## src/rtl/stopwatch_pkg.sv

```systemverilog
// Shared encodings and default constants for the stopwatch control front-end.
// FSM state, button indices and the 50 MHz timing defaults live here.
package stopwatch_pkg;

    typedef enum logic {
        ST_PAUSED  = 1'b0,
        ST_RUNNING = 1'b1
    } sw_state_e;

    // 10 Hz tick and 5 ms debounce at a 50 MHz system clock
    localparam int TICK_DIV_50M = 5000000;
    localparam int DB_5MS_50M   = 250000;

    localparam int NUM_BTNS = 2;
    localparam int BTN_RUN  = 0;
    localparam int BTN_CLR  = 1;

endpackage

```

## src/rtl/btn_debounce.sv

```systemverilog
// One push-button conditioner: 2-flop synchroniser, stable-count debounce and
// a one-cycle press pulse on the debounced 1->0 transition.
module btn_debounce
    import stopwatch_pkg::*;
#(
    parameter int DB_CYCLES = DB_5MS_50M
) (
    input  logic CLK,
    input  logic RST_N,
    input  logic btn_raw_n,
    output logic db_n,
    output logic press
);

    localparam int CW = $clog2(DB_CYCLES);
    localparam logic [CW-1:0] CNT_LAST = CW'(DB_CYCLES - 1);

    logic          s1;
    logic          s2;
    logic          db_q;
    logic          db_d;
    logic [CW-1:0] cnt;

    // Any disagreement between s2 and the accepted level restarts the count,
    // so only an unbroken run of DB_CYCLES samples moves db_q.
    always_ff @(posedge CLK or negedge RST_N) begin
        if (!RST_N) begin
            s1   <= 1'b1;
            s2   <= 1'b1;
            db_q <= 1'b1;
            db_d <= 1'b1;
            cnt  <= '0;
        end else begin
            s1   <= btn_raw_n;
            s2   <= s1;
            db_d <= db_q;
            if (s2 == db_q) begin
                cnt <= '0;
            end else if (cnt == CNT_LAST) begin
                db_q <= s2;
                cnt  <= '0;
            end else begin
                cnt <= cnt + 1'b1;
            end
        end
    end

    assign db_n  = db_q;
    assign press = db_d & ~db_q;

endmodule

```

## src/rtl/stopwatch_ctrl.sv

```systemverilog
// Stopwatch control: conditions run/clear buttons, runs the pause/run FSM and
// divides CLK into the one-cycle EN tick for the 0-99 display counter.
module stopwatch_ctrl
    import stopwatch_pkg::*;
#(
    parameter int TICK_DIV  = TICK_DIV_50M,
    parameter int DB_CYCLES = DB_5MS_50M
) (
    input  logic CLK,
    input  logic RST_N,
    input  logic BTN_RUN_N,
    input  logic BTN_CLR_N,
    output logic EN,
    output logic RUN,
    output logic CLR_N
);

    localparam int TW = $clog2(TICK_DIV);
    localparam logic [TW-1:0] TC_LAST = TW'(TICK_DIV - 1);

    logic [NUM_BTNS-1:0] btn_raw_n;
    logic [NUM_BTNS-1:0] db_n;
    logic [NUM_BTNS-1:0] press;

    sw_state_e     state_q;
    sw_state_e     state_d;
    logic          clr_q;
    logic          en_q;
    logic [TW-1:0] tcnt;

    // The run button only matters through its press pulse
    logic unused_run_lvl;

    assign btn_raw_n[BTN_RUN] = BTN_RUN_N;
    assign btn_raw_n[BTN_CLR] = BTN_CLR_N;
    assign unused_run_lvl     = db_n[BTN_RUN];

    genvar g;
    generate
        for (g = 0; g < NUM_BTNS; g++) begin : g_btn
            btn_debounce #(
                .DB_CYCLES(DB_CYCLES)
            ) u_db (
                .CLK      (CLK),
                .RST_N    (RST_N),
                .btn_raw_n(btn_raw_n[g]),
                .db_n     (db_n[g]),
                .press    (press[g])
            );
        end
    endgenerate

    // Clear outranks a simultaneous run press
    always_comb begin
        state_d = state_q;
        if (press[BTN_CLR]) begin
            state_d = ST_PAUSED;
        end else if (press[BTN_RUN]) begin
            state_d = (state_q == ST_RUNNING) ? ST_PAUSED : ST_RUNNING;
        end
    end

    always_ff @(posedge CLK or negedge RST_N) begin
        if (!RST_N) begin
            state_q <= ST_PAUSED;
            clr_q   <= 1'b1;
        end else begin
            state_q <= state_d;
            clr_q   <= db_n[BTN_CLR];
        end
    end

    // tcnt holds while paused so a resume keeps the tick phase
    always_ff @(posedge CLK or negedge RST_N) begin
        if (!RST_N) begin
            tcnt <= '0;
            en_q <= 1'b0;
        end else begin
            en_q <= clr_q && (state_q == ST_RUNNING) && (tcnt == TC_LAST);
            if (!clr_q) begin
                tcnt <= '0;
            end else if (state_q == ST_RUNNING) begin
                tcnt <= (tcnt == TC_LAST) ? '0 : tcnt + 1'b1;
            end
        end
    end

    assign RUN   = (state_q == ST_RUNNING);
    assign CLR_N = clr_q;
    assign EN    = en_q;

endmodule

```

## config.mk

```make
export PLATFORM = sky130hd
export DESIGN_NAME = stopwatch_ctrl
export DESIGN_NICKNAME = d
export VERILOG_FILES = /design/src/rtl/stopwatch_pkg.sv /design/src/rtl/btn_debounce.sv /design/src/rtl/stopwatch_ctrl.sv
export SDC_FILE = /design/constraint.sdc
export NUM_CORES = 1
export LEC_CHECK = 0
export ABC_AREA = 1
export BUFFER_PORTS_ARGS = -buffer_cell sky130_fd_sc_hd__buf_2
export CAP_MARGIN = 20
export CELL_PAD_IN_SITES_DETAIL_PLACEMENT = 0
export CELL_PAD_IN_SITES_GLOBAL_PLACEMENT = 1
export CORE_UTILIZATION = 50
export DETAILED_ROUTE_END_ITERATION = 16
export PLACE_DENSITY_LB_ADDON = 0.1
export SYNTH_ARGS = -nofsm -noshare
export SYNTH_HDL_FRONTEND = slang
export SYNTH_SLANG_ARGS = --single-unit
```

## constraint.sdc

```tcl
create_clock -name CLK -period 3.85 [get_ports CLK]
set_input_delay 0.385 -clock CLK [delete_from_list [all_inputs] [get_ports CLK]]
set_output_delay 0.385 -clock CLK [all_outputs]
set_load 0.05 [all_outputs]
```

== Yosys cells after proc, flatten, opt, wreduce, memory -nomap -nowiden ==
Cells that the tools add are included.

* Flip-flop bits (word level): 69
* Word-level logic and storage cells: 43
* Output and inout bits: 3
* Input bits: 4
* Bits in read-only memories: 0
* Memories: 0
* RAM bits: 0
* Latch bits: 0

* Bitwise logic cells: 6
* Div/mod/pow operators: 0
* Multiplexer cells: 10
* Equal/unequal tests: 6
* $mul: 0
* $add $sub $neg: 3
* Reduce and logical (&&, ||, !) cells: 5
* Order comparisons: 0
* Shift operators: 0

{| class="wikitable"
|+ Operator list
! kind !! count
|-
| 2-to-1 mux 18 bit || 4
|-
| 2-to-1 mux 23 bit || 3
|-
| adder 18 x 1 -> 18 bit (second input constant) || 2
|-
| equality test 18 bit (second input constant) || 2
|-
| adder 23 x 1 -> 23 bit (second input constant) || 1
|-
| equality test 23 bit (second input constant) || 1
|-
| inverter 1 bit || 4
|-
| AND reduction 2 bit || 2
|-
| 2-to-1 mux 1 bit || 3
|-
| bitwise AND 1 bit || 2
|-
| equality test 1 bit || 2
|-
| logical AND 1 bit || 2
|-
| != test 2 bit (second input constant) || 1
|-
| nonzero test 2 bit || 1
|}

== Depth between registers and ports, before layout ==
* Depth in word-level cells: 4
* Depth in mapped cells: 10
* Gate-level depth less buffers: 10

== Modules after synthesis ==
A second synthesis with hierarchy kept.

* Cell total of the unflattened synthesis: 501
* Area total of the unflattened synthesis: 3972.6 µm²

{| class="wikitable"
|+ Modules (own cells, without submodules)
! module !! area an instance (µm²) !! times used !! cells an instance !! sequential area each (µm²)
|-
| btn_debounce || 1152.4 || 2 || 142 || 555.5
|-
| stopwatch_ctrl || 1667.8 || 1 || 217 || 651.9
|}

== Worst setup path before layout ==
No wires, ideal clock.

* Kind: flip-flop to flip-flop
* From: reg g_btn[1].u_db.db_d (netlist name)
* To: reg tcnt[2]
* Cell stages (with the launch flop): 6
* Slack: 2.342 ns
* Clock period less this slack: 1.508 ns
* Buffers on the path: 1
* Data arrival time: 1.398 ns
* Required time: 3.740 ns
* Setup time: 0.110 ns
* Cells stage by stage: dfstp_2 inv_1 nor2_1 clkbuf_1 nand2_1 o41ai_1

{| class="wikitable"
|+ RTL lines
! element !! RTL line !! text
|-
| end signal: assignment || stopwatch_ctrl.sv:83 || <nowiki>tcnt <= (tcnt == TC_LAST) ? '0 : tcnt + 1'b1;</nowiki>
|-
| end: declaration || stopwatch_ctrl.sv:29 || <nowiki>logic [TW-1:0] tcnt;</nowiki>
|}

== Worst setup path in the final report ==
* From: reg tcnt[0]
* To: reg tcnt[16]

* Cells in the longest elaborated chain, start to end: 4
* Elaborated cells on any way between the ends: 5
* Those cells by class: 1 x add/sub; 1 x eq/ne; 3 x mux

{| class="wikitable"
|+ RTL lines
! element !! RTL line !! text
|-
| adder 23 x 1 -> 23 bit / equality test 23 bit (equally long branches) || stopwatch_ctrl.sv:83 ||
|-
| 2-to-1 mux 23 bit * || stopwatch_ctrl.sv:83 ||
|-
| 2-to-1 mux 23 bit * || stopwatch_ctrl.sv:82 || <nowiki>end else if (state_q == ST_RUNNING) begin</nowiki>
|-
| 2-to-1 mux 23 bit * || stopwatch_ctrl.sv:80 || <nowiki>if (!clr_q) begin</nowiki>
|}

Mark *: on every way between the ends. The rest lies on a longest branch, timed or not. The select of a mux whose other input is x is not followed.
A chain may end at the register's enable or synchronous reset.

==> results.tsv <==
metric	value	unit
Max FO, Critical Path	12	
area grow syn2layout	8.50	%
Initial Util	51.9	%
Synth Register Bits	69	
Max VDD drop	0.229	mV
Initial DRC Count	144	
Die H	89.0	um
fillcell total	728	
RSZ-0062 raised after global routing	false	
endpoints failing hold	0	
sequential power share	56.7	%
FFs w/ async S/R, synth	100	%
Worst-Margin Slew	0.702	ns
cts hold-fix bufs	0	
overall global routing resource usage	22.6	%
Slew HR	52.9	%
Worst setup EP type	register	
CTS Buffer Depth	2	
Post-Syn Instances	500	
CP Launch Type	register	
gr ovfl total	0	
ys flop type	dfrtp_1	
clock share of power	40.6	%
total leakage power	1.77	nW
most common cell after layout, fill and taps aside	nand2_1	
slowest cell on the critical path	nor2_2	
Placed Area	3930	sq um
critical path's largest stage delay	0.43	ns
syn avg cell area	7.56	sq um
htree depth	3	
Net Sw Power	0.293	mW
min Tclk post-route	1.71	ns
Comb pwr share	2.7	%
Min-Delay Path Class	in2async	
routed vias	3109	
max-cap viol count	0	
critical path required time	4.13	ns
Final Util	56.3	%
CORE AREA	7290	sq um
arrival time at the worst endpoint	2.00	ns
Mapped Area	3780	sq um
number of synthesized flops with an enable pin	0	
Design Area, Final	4100	sq um
Clock Sink Count	69	
Fin Setup TNS	0	ns
diodes inserted	0	
non-filler cells, final	620	
crit path cell chain	ha_1 > nand2_1 > nor2_4 > nand2_4 > nor2_2 > nor2_2 > nand3_1 > nand2_1	
initial antenna violation count	0	
DIE AREA	7910	sq um
Syn. warnings	0	
gpl congestion	0.835	
drt drc	0	
Mapped Nets	507	
DR WL/cell	12.8	um
sequential area share after synthesis	45.9	%
Worst Path Class, Setup	reg2reg	
CTS buffer count	9	
Sw Share	22.5	%
fin. max-slew vios	0	
Final WS setup	2.14	ns
Buffers on Ports	6	
Netlist cell types	30	
clk_lat worst skew	0.34	ns
Clock Root Buffer	clkbuf_8	
internal power	1.01	mW
pre-CTS setup slack	2.15	ns
vias per cell	5.01	
router iterations before antenna repair	4	
Pwr Density	318	nW/um^2
clock skew	0.00311	ns
Fmax	583	MHz
first-pass GRT wire length	13500	um
drt total wl	7960	um
placed insts	604	
detailed placer's ending HPWL	5670	um
vias in the first global route	2851	
remaining antenna violation count	0	
share of layout cells above drive strength 1	9.02	%
Setup Fix Bufs, Post-CTS	0	
largest net degree at the start of global routing	47	
nets	523	
CTS tree	done	
status	complete, no violations	
fin crit share	44.5	%
post-layout total power	1.30	mW
# setup viols final	0	
row count	31	
Ports	7	
most frequent cells in the layout	nand2_1, nor2_1, dfrtp_1, inv_1, nand3_1	
CTS clk-pin slew, worst paths	0.07	ns
chip width	89.0	um
Resize count post-CTS	0	
Hold WS	0.0403	ns
-- worst paths after layout --
| check | start | endpoint | slack, ns | cells past startpoint |
|---|---|---|---|---|
| max | tcnt[0] | tcnt[16] | 2.14 | 8 |
| min | RST_N | tcnt[7] | 0.04 | 1 |
| max reg2reg | tcnt[0] | tcnt[16] | 2.14 | 8 |
| min reg2reg | g_btn[0].u_db.s1 | g_btn[0].u_db.s2 | 0.36 | 0 |
| max in group asynchronous | RST_N | g_btn[1].u_db.cnt[1] | 2.81 | 2 |
| min in group CLK | BTN_RUN_N | g_btn[0].u_db.s1 | 0.14 | 1 |
-- registers in the layout (all words and copies together), names as in the netlist --
name,flops
RUN,1
g_btn.u_db.s2,2
g_btn.u_db.db_n,2
g_btn.u_db.db_d,2
EN,1
tcnt,23
g_btn.u_db.cnt,36
g_btn.u_db.s1,2
-- cells in the mapped netlist, types with 2 or more instances --
cell type | count | area (sq um)
a21oi_1 | 10 | 50.1
a31oi_1 | 2 | 12.5
clkbuf_1 | 2 | 7.51
dfrtp_1 | 61 | 1530
dfstp_2 | 8 | 210
ha_1 | 3 | 37.5
inv_1 | 53 | 199
nand2_1 | 141 | 529
nand2_4 | 2 | 22.5
nand3_1 | 36 | 180
nand3_2 | 3 | 30.0
nand3b_1 | 3 | 22.5
nand4_1 | 10 | 62.6
nor2_1 | 90 | 338
nor2_2 | 4 | 25.0
nor2_4 | 5 | 56.3
nor3_1 | 11 | 55.1
nor3b_1 | 2 | 15.0
o21ai_0 | 17 | 85.1
o21bai_1 | 3 | 22.5
or2_2 | 2 | 12.5
xnor2_1 | 7 | 61.3
xor2_1 | 18 | 158
-- worst max-delay path: cells and delay by family (launching register included) --
family	cells	cell delay [ns]
flops	1	0.41
simple gates	7	1.02
fa+ha+maj	1	0.22
-- cell families after synthesis --
group | after synthesis | share of synthesized area, %
flops | 69 | 45.9
simple gates | 310 | 35.8
buf+inv | 57 | 5.86
xor+xnor | 25 | 5.79
compound gates | 36 | 5.59
fa+ha+maj | 3 | 0.993
-- layer usage --
| metal | routed length, um | track usage, % |
|---|---|---|
| met5 | 0 | 0 |
| met4 | 111 | 7.65 |
| met3 | 252 | 4.52 |
| met2 | 3810 | 37.1 |
| met1 | 3780 | 30.2 |
-- area by class of cell --
cell class | instances | area, sq um | area share [%]
clock buffer | 15 | 166 | 4.06
timing repair buffer | 8 | 45.0 | 1.10
multi-input combinational | 374 | 1820 | 44.4
tap | 99 | 124 | 3.02
inverter | 54 | 203 | 4.94
sequential | 69 | 1740 | 42.3
clock inverter | 1 | 5.00 | 0.122
-- power by group through the flow --
stage               Clock, mW  Combinational [mW]  Sequential (mW)
floorplan                   0              0.0150            0.752
global placement            0              0.0361            0.753
detailed placement          0              0.0369            0.753
CTS                     0.557              0.0371            0.739
global route            0.580              0.0419            0.740
finish                  0.530              0.0351            0.740
(Power assumes the default switching activity.)
